**config.mk**
```make
export PLATFORM = sky130hd
export DESIGN_NAME = snn_readout
export DESIGN_NICKNAME = d
export VERILOG_FILES = /design/src/rtl/snn_pkg.sv /design/src/rtl/snn_spike_counter_bank.sv /design/src/rtl/snn_readout.sv
export SDC_FILE = /design/constraint.sdc
export NUM_CORES = 2
export LEC_CHECK = 0
export ABC_AREA = 1
export CAP_MARGIN = 10
export CORE_MARGIN = 8
export CORE_UTILIZATION = 58
export CTS_BUF_LIST = sky130_fd_sc_hd__clkbuf_4
export CTS_CLUSTER_SIZE = 25
export DETAILED_ROUTE_END_ITERATION = 16
export PLACE_DENSITY_LB_ADDON = 0.2
export SLEW_MARGIN = 20
export SYNTH_ARGS = -nofsm -noshare
export SYNTH_HDL_FRONTEND = slang
export SYNTH_SLANG_ARGS = --single-unit
```
**constraint.sdc**
```tcl
create_clock -name clk -period 38.8 [get_ports clk]
set_input_delay 7.76 -clock clk [delete_from_list [all_inputs] [get_ports clk]]
set_output_delay 7.76 -clock clk [all_outputs]
set_load 0.02 [all_outputs]
```
**src/rtl/snn_pkg.sv**
```systemverilog
// rtl/snn_pkg.sv - shared sizing, index-width helper and FSM state type for the SNN readout
//
// Purpose: single source for the readout defaults (N classes, CW counter bits,
// TW tick-counter bits), the class-index width and the readout state enum.
package snn_pkg;

  localparam int SNN_N  = 96;
  localparam int SNN_CW = 8;
  localparam int SNN_TW = 16;

  // Index width for n entries; at least one bit so a single-class build still has a port.
  function automatic int idx_width(input int n);
    return (n > 1) ? $clog2(n) : 1;
  endfunction

  localparam int SNN_IW = idx_width(SNN_N);

  typedef enum logic [1:0] {
    ACCUM = 2'd0,
    SCAN  = 2'd1,
    HOLD  = 2'd2
  } snn_state_e;

endpackage

```
**src/rtl/snn_spike_counter_bank.sv**
```systemverilog
// rtl/snn_spike_counter_bank.sv - N saturating per-neuron spike counters with one read port
//
// Purpose: holds one CW-bit saturating counter per neuron.
// Ports:
//   clk, rst      clock, asynchronous active-high reset
//   clr_i         synchronous clear of every counter (wins over increment)
//   inc_en_i      add spikes_i[n] to counter n this cycle
//   spikes_i      one spike bit per neuron
//   rd_idx_i      counter selected for rd_cnt_o
//   rd_cnt_o      value of the selected counter (0 for out-of-range index)
//   sat_hit_o     some spiking neuron is already at full scale (increment would be lost)
module snn_spike_counter_bank
  import snn_pkg::*;
#(
  parameter int N  = SNN_N,
  parameter int CW = SNN_CW,
  localparam int IW = idx_width(N)
) (
  input  logic          clk,
  input  logic          rst,
  input  logic          clr_i,
  input  logic          inc_en_i,
  input  logic [N-1:0]  spikes_i,
  input  logic [IW-1:0] rd_idx_i,
  output logic [CW-1:0] rd_cnt_o,
  output logic          sat_hit_o
);

  logic [CW-1:0] cnt_q [N];
  logic [CW-1:0] cnt_d [N];
  logic [N-1:0]  at_max;

  always_comb begin
    for (int n = 0; n < N; n++) begin
      at_max[n] = (cnt_q[n] == {CW{1'b1}});
      cnt_d[n]  = cnt_q[n];
      if (clr_i) begin
        cnt_d[n] = '0;
      end else if (inc_en_i && spikes_i[n] && !at_max[n]) begin
        cnt_d[n] = cnt_q[n] + 1'b1;
      end
    end
  end

  always_ff @(posedge clk or posedge rst) begin
    if (rst) begin
      for (int n = 0; n < N; n++) cnt_q[n] <= '0;
    end else begin
      for (int n = 0; n < N; n++) cnt_q[n] <= cnt_d[n];
    end
  end

  // Caller qualifies this with an accepted tick.
  assign sat_hit_o = |(spikes_i & at_max);

  assign rd_cnt_o = (int'(rd_idx_i) < N) ? cnt_q[rd_idx_i] : '0;

endmodule

```
**src/rtl/snn_readout.sv**
```systemverilog
// rtl/snn_readout.sv - windowed spike-count readout: accumulate, arg-max scan, hold result
//
// Purpose: counts spikes per output neuron over win_len ticks, then scans the
// counters one per cycle and presents the index/count of the highest counter.
// Ports:
//   clk, rst                  clock, asynchronous active-high reset
//   clr                       synchronous soft clear (overrides everything)
//   win_len                   ticks per window, captured on the first tick (0 means 1)
//   tick_valid, spikes_vec    one time-step of spikes; accepted while in_ready=1
//   in_ready                  high in ACCUM
//   result_valid/result_ready result handshake
//   result_class, result_count winner index and its count
//   sat_flag, drop_flag       sticky per-window status
module snn_readout
  import snn_pkg::*;
#(
  parameter int N  = SNN_N,
  parameter int CW = SNN_CW,
  parameter int TW = SNN_TW,
  localparam int IW = idx_width(N)
) (
  input  logic          clk,
  input  logic          rst,
  input  logic          clr,
  input  logic [TW-1:0] win_len,
  input  logic          tick_valid,
  input  logic [N-1:0]  spikes_vec,
  output logic          in_ready,
  output logic          result_valid,
  input  logic          result_ready,
  output logic [IW-1:0] result_class,
  output logic [CW-1:0] result_count,
  output logic          sat_flag,
  output logic          drop_flag
);

  snn_state_e    state_q, state_d;
  logic [TW-1:0] tick_cnt_q, tick_cnt_d;
  logic [TW-1:0] win_q, win_d;
  logic [IW-1:0] idx_q, idx_d;
  logic [IW-1:0] best_idx_q, best_idx_d;
  logic [CW-1:0] best_cnt_q, best_cnt_d;
  logic [IW-1:0] cls_q, cls_d;
  logic [CW-1:0] rcnt_q, rcnt_d;
  logic          valid_q, valid_d;
  logic          sat_q, sat_d;
  logic          drop_q, drop_d;

  logic          accept;
  logic          handshake;
  logic          better;
  logic [TW-1:0] eff_len;
  logic [TW-1:0] tick_nxt;
  logic [CW-1:0] rd_cnt;
  logic          sat_hit;

  assign accept    = (state_q == ACCUM) && tick_valid;
  assign handshake = (state_q == HOLD) && result_ready;
  assign tick_nxt  = tick_cnt_q + 1'b1;
  // The first tick of a window uses the live win_len; later ticks use the captured copy.
  assign eff_len   = (tick_cnt_q != '0)    ? win_q :
                     (win_len == '0)       ? TW'(1) : win_len;
  // Strict compare keeps the lowest index on ties.
  assign better    = (rd_cnt > best_cnt_q);

  snn_spike_counter_bank #(
    .N  (N),
    .CW (CW)
  ) u_bank (
    .clk       (clk),
    .rst       (rst),
    .clr_i     (clr || handshake),
    .inc_en_i  (accept && !clr),
    .spikes_i  (spikes_vec),
    .rd_idx_i  (idx_q),
    .rd_cnt_o  (rd_cnt),
    .sat_hit_o (sat_hit)
  );

  always_comb begin
    state_d    = state_q;
    tick_cnt_d = tick_cnt_q;
    win_d      = win_q;
    idx_d      = idx_q;
    best_idx_d = best_idx_q;
    best_cnt_d = best_cnt_q;
    cls_d      = cls_q;
    rcnt_d     = rcnt_q;
    valid_d    = valid_q;
    sat_d      = sat_q;
    drop_d     = drop_q;

    if (clr) begin
      state_d    = ACCUM;
      tick_cnt_d = '0;
      win_d      = '0;
      idx_d      = '0;
      best_idx_d = '0;
      best_cnt_d = '0;
      cls_d      = '0;
      rcnt_d     = '0;
      valid_d    = 1'b0;
      sat_d      = 1'b0;
      drop_d     = 1'b0;
    end else begin
      unique case (state_q)
        ACCUM: begin
          if (accept) begin
            tick_cnt_d = tick_nxt;
            win_d      = eff_len;
            sat_d      = sat_q | sat_hit;
            if (tick_nxt == eff_len) begin
              state_d    = SCAN;
              idx_d      = '0;
              best_idx_d = '0;
              best_cnt_d = '0;
            end
          end
        end
        SCAN: begin
          drop_d = drop_q | tick_valid;
          if (better) begin
            best_idx_d = idx_q;
            best_cnt_d = rd_cnt;
          end
          if (idx_q == IW'(N - 1)) begin
            // Last counter is folded in directly so the result lands on this edge.
            cls_d   = better ? idx_q  : best_idx_q;
            rcnt_d  = better ? rd_cnt : best_cnt_q;
            valid_d = 1'b1;
            state_d = HOLD;
          end else begin
            idx_d = idx_q + 1'b1;
          end
        end
        HOLD: begin
          if (handshake) begin
            tick_cnt_d = '0;
            sat_d      = 1'b0;
            drop_d     = 1'b0;
            valid_d    = 1'b0;
            state_d    = ACCUM;
          end else begin
            drop_d = drop_q | tick_valid;
          end
        end
        default: state_d = ACCUM;
      endcase
    end
  end

  always_ff @(posedge clk or posedge rst) begin
    if (rst) begin
      state_q    <= ACCUM;
      tick_cnt_q <= '0;
      win_q      <= '0;
      idx_q      <= '0;
      best_idx_q <= '0;
      best_cnt_q <= '0;
      cls_q      <= '0;
      rcnt_q     <= '0;
      valid_q    <= 1'b0;
      sat_q      <= 1'b0;
      drop_q     <= 1'b0;
    end else begin
      state_q    <= state_d;
      tick_cnt_q <= tick_cnt_d;
      win_q      <= win_d;
      idx_q      <= idx_d;
      best_idx_q <= best_idx_d;
      best_cnt_q <= best_cnt_d;
      cls_q      <= cls_d;
      rcnt_q     <= rcnt_d;
      valid_q    <= valid_d;
      sat_q      <= sat_d;
      drop_q     <= drop_d;
    end
  end

  assign in_ready     = (state_q == ACCUM);
  assign result_valid = valid_q;
  assign result_class = cls_q;
  assign result_count = rcnt_q;
  assign sat_flag     = sat_q;
  assign drop_flag    = drop_q;

endmodule
```
After elaboration in Yosys (flattened, before gate mapping)
Index checks and enable logic that the tools add are counted.

word-level totals
  input bits = 117
  flip-flop bits (word level) = 842
  output and inout port bits = 19
  word-level logic and storage cells = 964

cells by class
  magnitude comparators = 3
  muxes and demuxes = 240
  reduce and logical (&&, ||, !) cells = 407
  add/sub/neg operators = 98
  equal/unequal tests = 105
  bitwise operators = 4

operators with widths
  kind                                                       count
  two-way mux 8 bit                                          202
  adder 8 x 1 -> 8 bit (second input constant)               96
  == test 8 bit (second input constant)                      96
  nonzero test 2 bit                                         100
  logical AND 1 bit                                          195
  two-way mux 16 bit                                         8
  zero test 1 bit                                            97
  AND 96 bit                                                 1
  OR reduction 96 bit                                        1
  two-way mux 7 bit                                          9
  binary-select mux 8 bit (select 7 bit)                     1
  case mux 16 bit (2 select lines)                           1
  case mux 7 bit (2 select lines)                            2
  adder 16 x 1 -> 16 bit (second input constant)             1
  == test 16 bit                                             1
  zero test 16 bit                                           1
  case mux 8 bit (2 select lines)                            1
  nonzero test 16 bit                                        1
  two-way mux 2 bit                                          5
  != test 3 bit (second input constant)                      3
  AND reduction 3 bit                                        3
  nonzero test 3 bit                                         3
  greater-or-equal comparator 8 bit (second input constant)  1
  > comparator 8 bit                                         1
  15 further kinds                                           27

Depth between registers and ports, before layout
  depth in word-level cells = 10
  depth in mapped cells = 27
  gate-level depth less buffers = 23

Cells and area by module
From an unflattened synthesis, not the netlist that was laid out.

second synthesis, totals
  cells, all modules = 7,378
  area total of the unflattened synthesis = 53,137.2 um^2

by module, submodules not included
  module                  instances  area each (um^2)  sequential area each (um^2)  cells an instance
  snn_spike_counter_bank  1          48,746.8          19,218.4                     6,764
  snn_readout             1          4,390.5           1,851.8                      614

Worst setup path after synthesis
No wires, ideal clock.

  kind = input to register
  from = input clr
  to = register u_bank.cnt_q[494] (netlist name)
  buffers on the path = 3
  data arrival time = 9.150 ns
  setup slack = 29.514 ns
  library setup time = 0.136 ns
  data required time = 38.664 ns
  stages = 9
  path through = buf_2 nor2_4 buf_6 buf_4 nand3_1 nor3_1 nand3_1 nor3_1 nor3_1

on the way
  word-level cells in the longest chain between the ends = 5
  elaborated cells between the ends (all ways) = 7
  classes of those cells = mux: 1; reduce/logical: 6

RTL lines
  item                             line                          text
  start: declaration               snn_readout.sv:24             input logic clr,
  zero test 1 bit                  snn_readout.sv:73             .inc_en_i (accept && !clr),
  logical AND 1 bit                snn_readout.sv:73
  logical AND 1 bit (2 in series)  snn_spike_counter_bank.sv:39  end else if (inc_en_i && spikes_i[n] && !at_max[n]) begin
  nonzero test 2 bit (no line)     n/a
  end: declaration                 snn_spike_counter_bank.sv:29  logic [CW-1:0] cnt_q [N];

Parallel ways exist; a longest one is shown, timed or not.
A chain may end at the register's enable or synchronous reset.

Worst setup path in the final report
  from = input clr
  to = register u_bank.cnt_q[15] (netlist name)

The elaborated chain is that of the path after synthesis.

==> impl_metrics.env <==
export IMPL_status="finished clean"
export IMPL_synth_top_area_frac=0.414
export IMPL_clkPwrFrac=0.384
export IMPL_ir_drop_v=0.0000295
export IMPL_antenna_found_initial=6
export IMPL_cts_inserted_buffers=228
export IMPL_nets=7333
export IMPL_die_h_um=312
export IMPL_seqCellArea_um2=21100
export IMPL_worst_slew_pin_slew_ps=1060
export IMPL_fin_tns_setup_ps=0
export IMPL_cp_start_kind="input port"
export IMPL_cts_setup_buffers=0
export IMPL_cap_violations=0
export IMPL_ctsResizeCount=0
export IMPL_vias=49300
export IMPL_area_delta_synth_final_pct=9.68
export IMPL_end_kind="register"
export IMPL_max_clock_path_buffers=3
export IMPL_syn_nets=7211
export IMPL_hpwl_mm=97.4
export IMPL_synth_edf_count=0
export IMPL_die_area_um2=97600
export IMPL_ant_nets=0
export IMPL_gp_congestion=0.899
export IMPL_ys_ff_latch=842
export IMPL_setup_viol=0
export IMPL_synth_area_top_cells="dfrtp_1, nand2_1, o21ai_0"
export IMPL_max_freq_mhz=87.1
export IMPL_rsz0062_at_grt="no"
export IMPL_drcViolationCount=0
export IMPL_grt_overflow=0
export IMPL_start_util=0.586
export IMPL_clk_latency_ps=1140
export IMPL_async_flop_share=1.00
export IMPL_leakagePower_nw=24.2
export IMPL_p_sw_frac=0.328
export IMPL_yosysSeqAreaShare=0.414
export IMPL_cts_num_sinks=842
export IMPL_syn_area_per_cell_um2=7.29
export IMPL_wire_per_inst_um=17.1
export IMPL_final_core_util=0.643
export IMPL_fill_cells=7770
export IMPL_totalWireLength_mm=144
export IMPL_num_rows=108
export IMPL_drt_pass1_iter_count=7
export IMPL_synthDistinctLibCells=46
export IMPL_die_x_um=312
export IMPL_seqPwrFrac=0.433
export IMPL_grt_usage=0.287
export IMPL_grt_pass1_wl_mm=234
export IMPL_hp_class="register to register"
export IMPL_path_class="input port to register"
export IMPL_coreArea_um2=86900
export IMPL_synth_ff_type="dfrtp_1"
export IMPL_min_period_over_period=0.296
export IMPL_combPwrFrac=0.183
export IMPL_ios=136
export IMPL_min_from="best_idx_q[3]"
export IMPL_yosysTopAreaCell="dfrtp_1"
export IMPL_cts_tree="built"
export IMPL_finClkSkew_ps=58.8
export IMPL_reg2reg_from="idx_q[0]"
export IMPL_cp_arrival_ps=12440
export IMPL_pwr_density_cell_nw_per_um2=38.0
export IMPL_power_switching_mw=0.697
export IMPL_htreeDepth=4
export IMPL_portBuffers=135
export IMPL_netlist_area_um2=50900
export IMPL_multi_input_area_um2=25000
export IMPL_root_buffer="clkbuf_4"
export IMPL_drt_iter0_markers=4835
export IMPL_hold_violations=0
export IMPL_drive_gt1_frac=0.0640
export IMPL_clk_pin_slew_ps=70
export IMPL_yosys_warnings=0
export IMPL_critPathMaxFanout=180
export IMPL_maxSlewViolCount=0
export IMPL_timing_slew_headroom=0.296
export IMPL_grt_max_degree=218
export IMPL_vias_per_cell=5.84
export IMPL_ctsHoldBuffers=0
export IMPL_period_minus_slack_ps=11480
export IMPL_critPathLaunch="clr"
export IMPL_synthCells=6987
export IMPL_internal_power_mw=1.43
export IMPL_grt_pass1_vias=47000
export IMPL_worst_endpoint_required_ps=39770
layout make-up:
cell class,count,share of cell area
Sequential cell,842,0.377
Multi-Input combinational cell,4869,0.447
Antenna cell,10,0.000448
Clock buffer,326,0.0438
Inverter,999,0.0676
Timing Repair Buffer,169,0.0299
Tap cell,1155,0.0259
Clock inverter,76,0.00829
cells in the final DEF, fill, tap and decap left out, types with 26 or more instances in the layout:
| master | n |
|---|---|
| ha_1 | 107 |
| clkdlybuf4s50_1 | 135 |
| a31oi_1 | 48 |
| a221oi_1 | 26 |
| o22ai_1 | 27 |
| nor2_1 | 538 |
| xor2_1 | 89 |
| clkinv_1 | 56 |
| a21oi_1 | 533 |
| inv_1 | 989 |
| nand3_1 | 737 |
| nor3b_1 | 131 |
| nand2_1 | 1086 |
| nand4_1 | 75 |
| o21ai_0 | 751 |
| a211oi_1 | 128 |
| nor3_1 | 425 |
| buf_4 | 28 |
| dfrtp_1 | 838 |
| clkbuf_4 | 326 |
state kept, by name (all words and copies together), names as in the netlist:
register,count
best_cnt_q,8
best_idx_q,7
drop_flag,1
idx_q,7
result_class,7
result_count,8
result_valid,1
sat_flag,1
state_q,2
tick_cnt_q,16
u_bank.cnt_q,768
win_q,16
cells in the mapped netlist (4+ instances only):
cell type / count
dfrtp_1: 842
a221oi_1: 27
buf_2: 52
nor3_1: 425
nand2_4: 4
xnor2_1: 9
nand4_1: 75
nor3_2: 24
nor2_2: 5
a31oi_1: 48
buf_4: 8
nor3b_1: 131
o21a_1: 7
clkbuf_1: 166
a21oi_1: 534
nand3_1: 737
a211oi_1: 128
o21ai_0: 751
o211ai_1: 23
or2_2: 15
ha_1: 107
o22ai_1: 27
nand3_2: 6
nand2_1: 1086
nor4_1: 10
buf_6: 6
buf_1: 45
xor2_1: 89
inv_1: 991
nand3b_1: 16
nor2_1: 538
o221ai_1: 14
inv_2: 5
a311oi_1: 8
nor2_4: 6
kinds of logic after synthesis:
kind of cell / share of synthesized area
AND/OR/NAND/NOR: 0.278
XOR/XNOR: 0.0168
adder cells (fa/ha/maj): 0.0263
buffers and inverters: 0.0968
flip-flops: 0.414
AO/OA/AOI/OAI: 0.168
per-layer routing:
layer,track usage,vias to the layer above,wire (um)
met3,0.0475,372,10700
met5,0,-,13
met1,0.389,23100,61800
met2,0.451,1854,65700
met4,0.133,2,5840
li1,-,24000,-
worst max-delay path: stages:
cell,delay [ps]
clkdlybuf4s50_1,750
a21oi_4,60
buf_12,280
inv_8,680
buf_4,790
buf_4,790
buf_4,870
nor3_1,150
metrics by stage:
| stage | total power [mW] | instance area [um2] | cells | hold slack (ps) | setup slack (ps) |
|---|---|---|---|---|---|
| 2_1_floorplan | 1.21 | 50900 | 6987 | 437 | 7380 |
| 3_3_place_gp | 1.31 | 52900 | 8034 | 448 | 26210 |
| 3_5_place_dp | 1.32 | 52900 | 8034 | 459 | 26140 |
| 4_1_cts | 2.14 | 55800 | 8436 | 474 | 27430 |
| 5_1_grt | 2.23 | 55900 | 8444 | 497 | 27070 |
| 6_report | 2.12 | 55900 | 8446 | 474 | 27320 |
path summary, 6_finish.rpt:
| kind | end | slack, ps | cells past startpoint |
|---|---|---|---|
| setup / recovery | u_bank.cnt_q[15] | 27320 | 8 |
| hold / removal | best_idx_q[3] | 470 | 2 |
| setup reg to reg | best_idx_q[4] | 32420 | 20 |
| hold reg to reg | best_idx_q[3] | 470 | 2 |
| max in group asynchronous | u_bank.cnt_q[104] | 28750 | 5 |
| min in group asynchronous | u_bank.cnt_q[470] | 7150 | 2 |
power by group through the flow:
| stage | logic [mW] | clock network, mW | registers (mW) |
|---|---|---|---|
| after global routing | 0.434 | 0.878 | 0.921 |
| after CTS | 0.384 | 0.833 | 0.918 |
| after floorplan | 0.282 | 0 | 0.923 |
| final | 0.389 | 0.814 | 0.919 |
| after detailed placement | 0.382 | 0 | 0.935 |
| after global placement | 0.375 | 0 | 0.934 |
No activity file was read; power rests on OpenSTA's default activity.
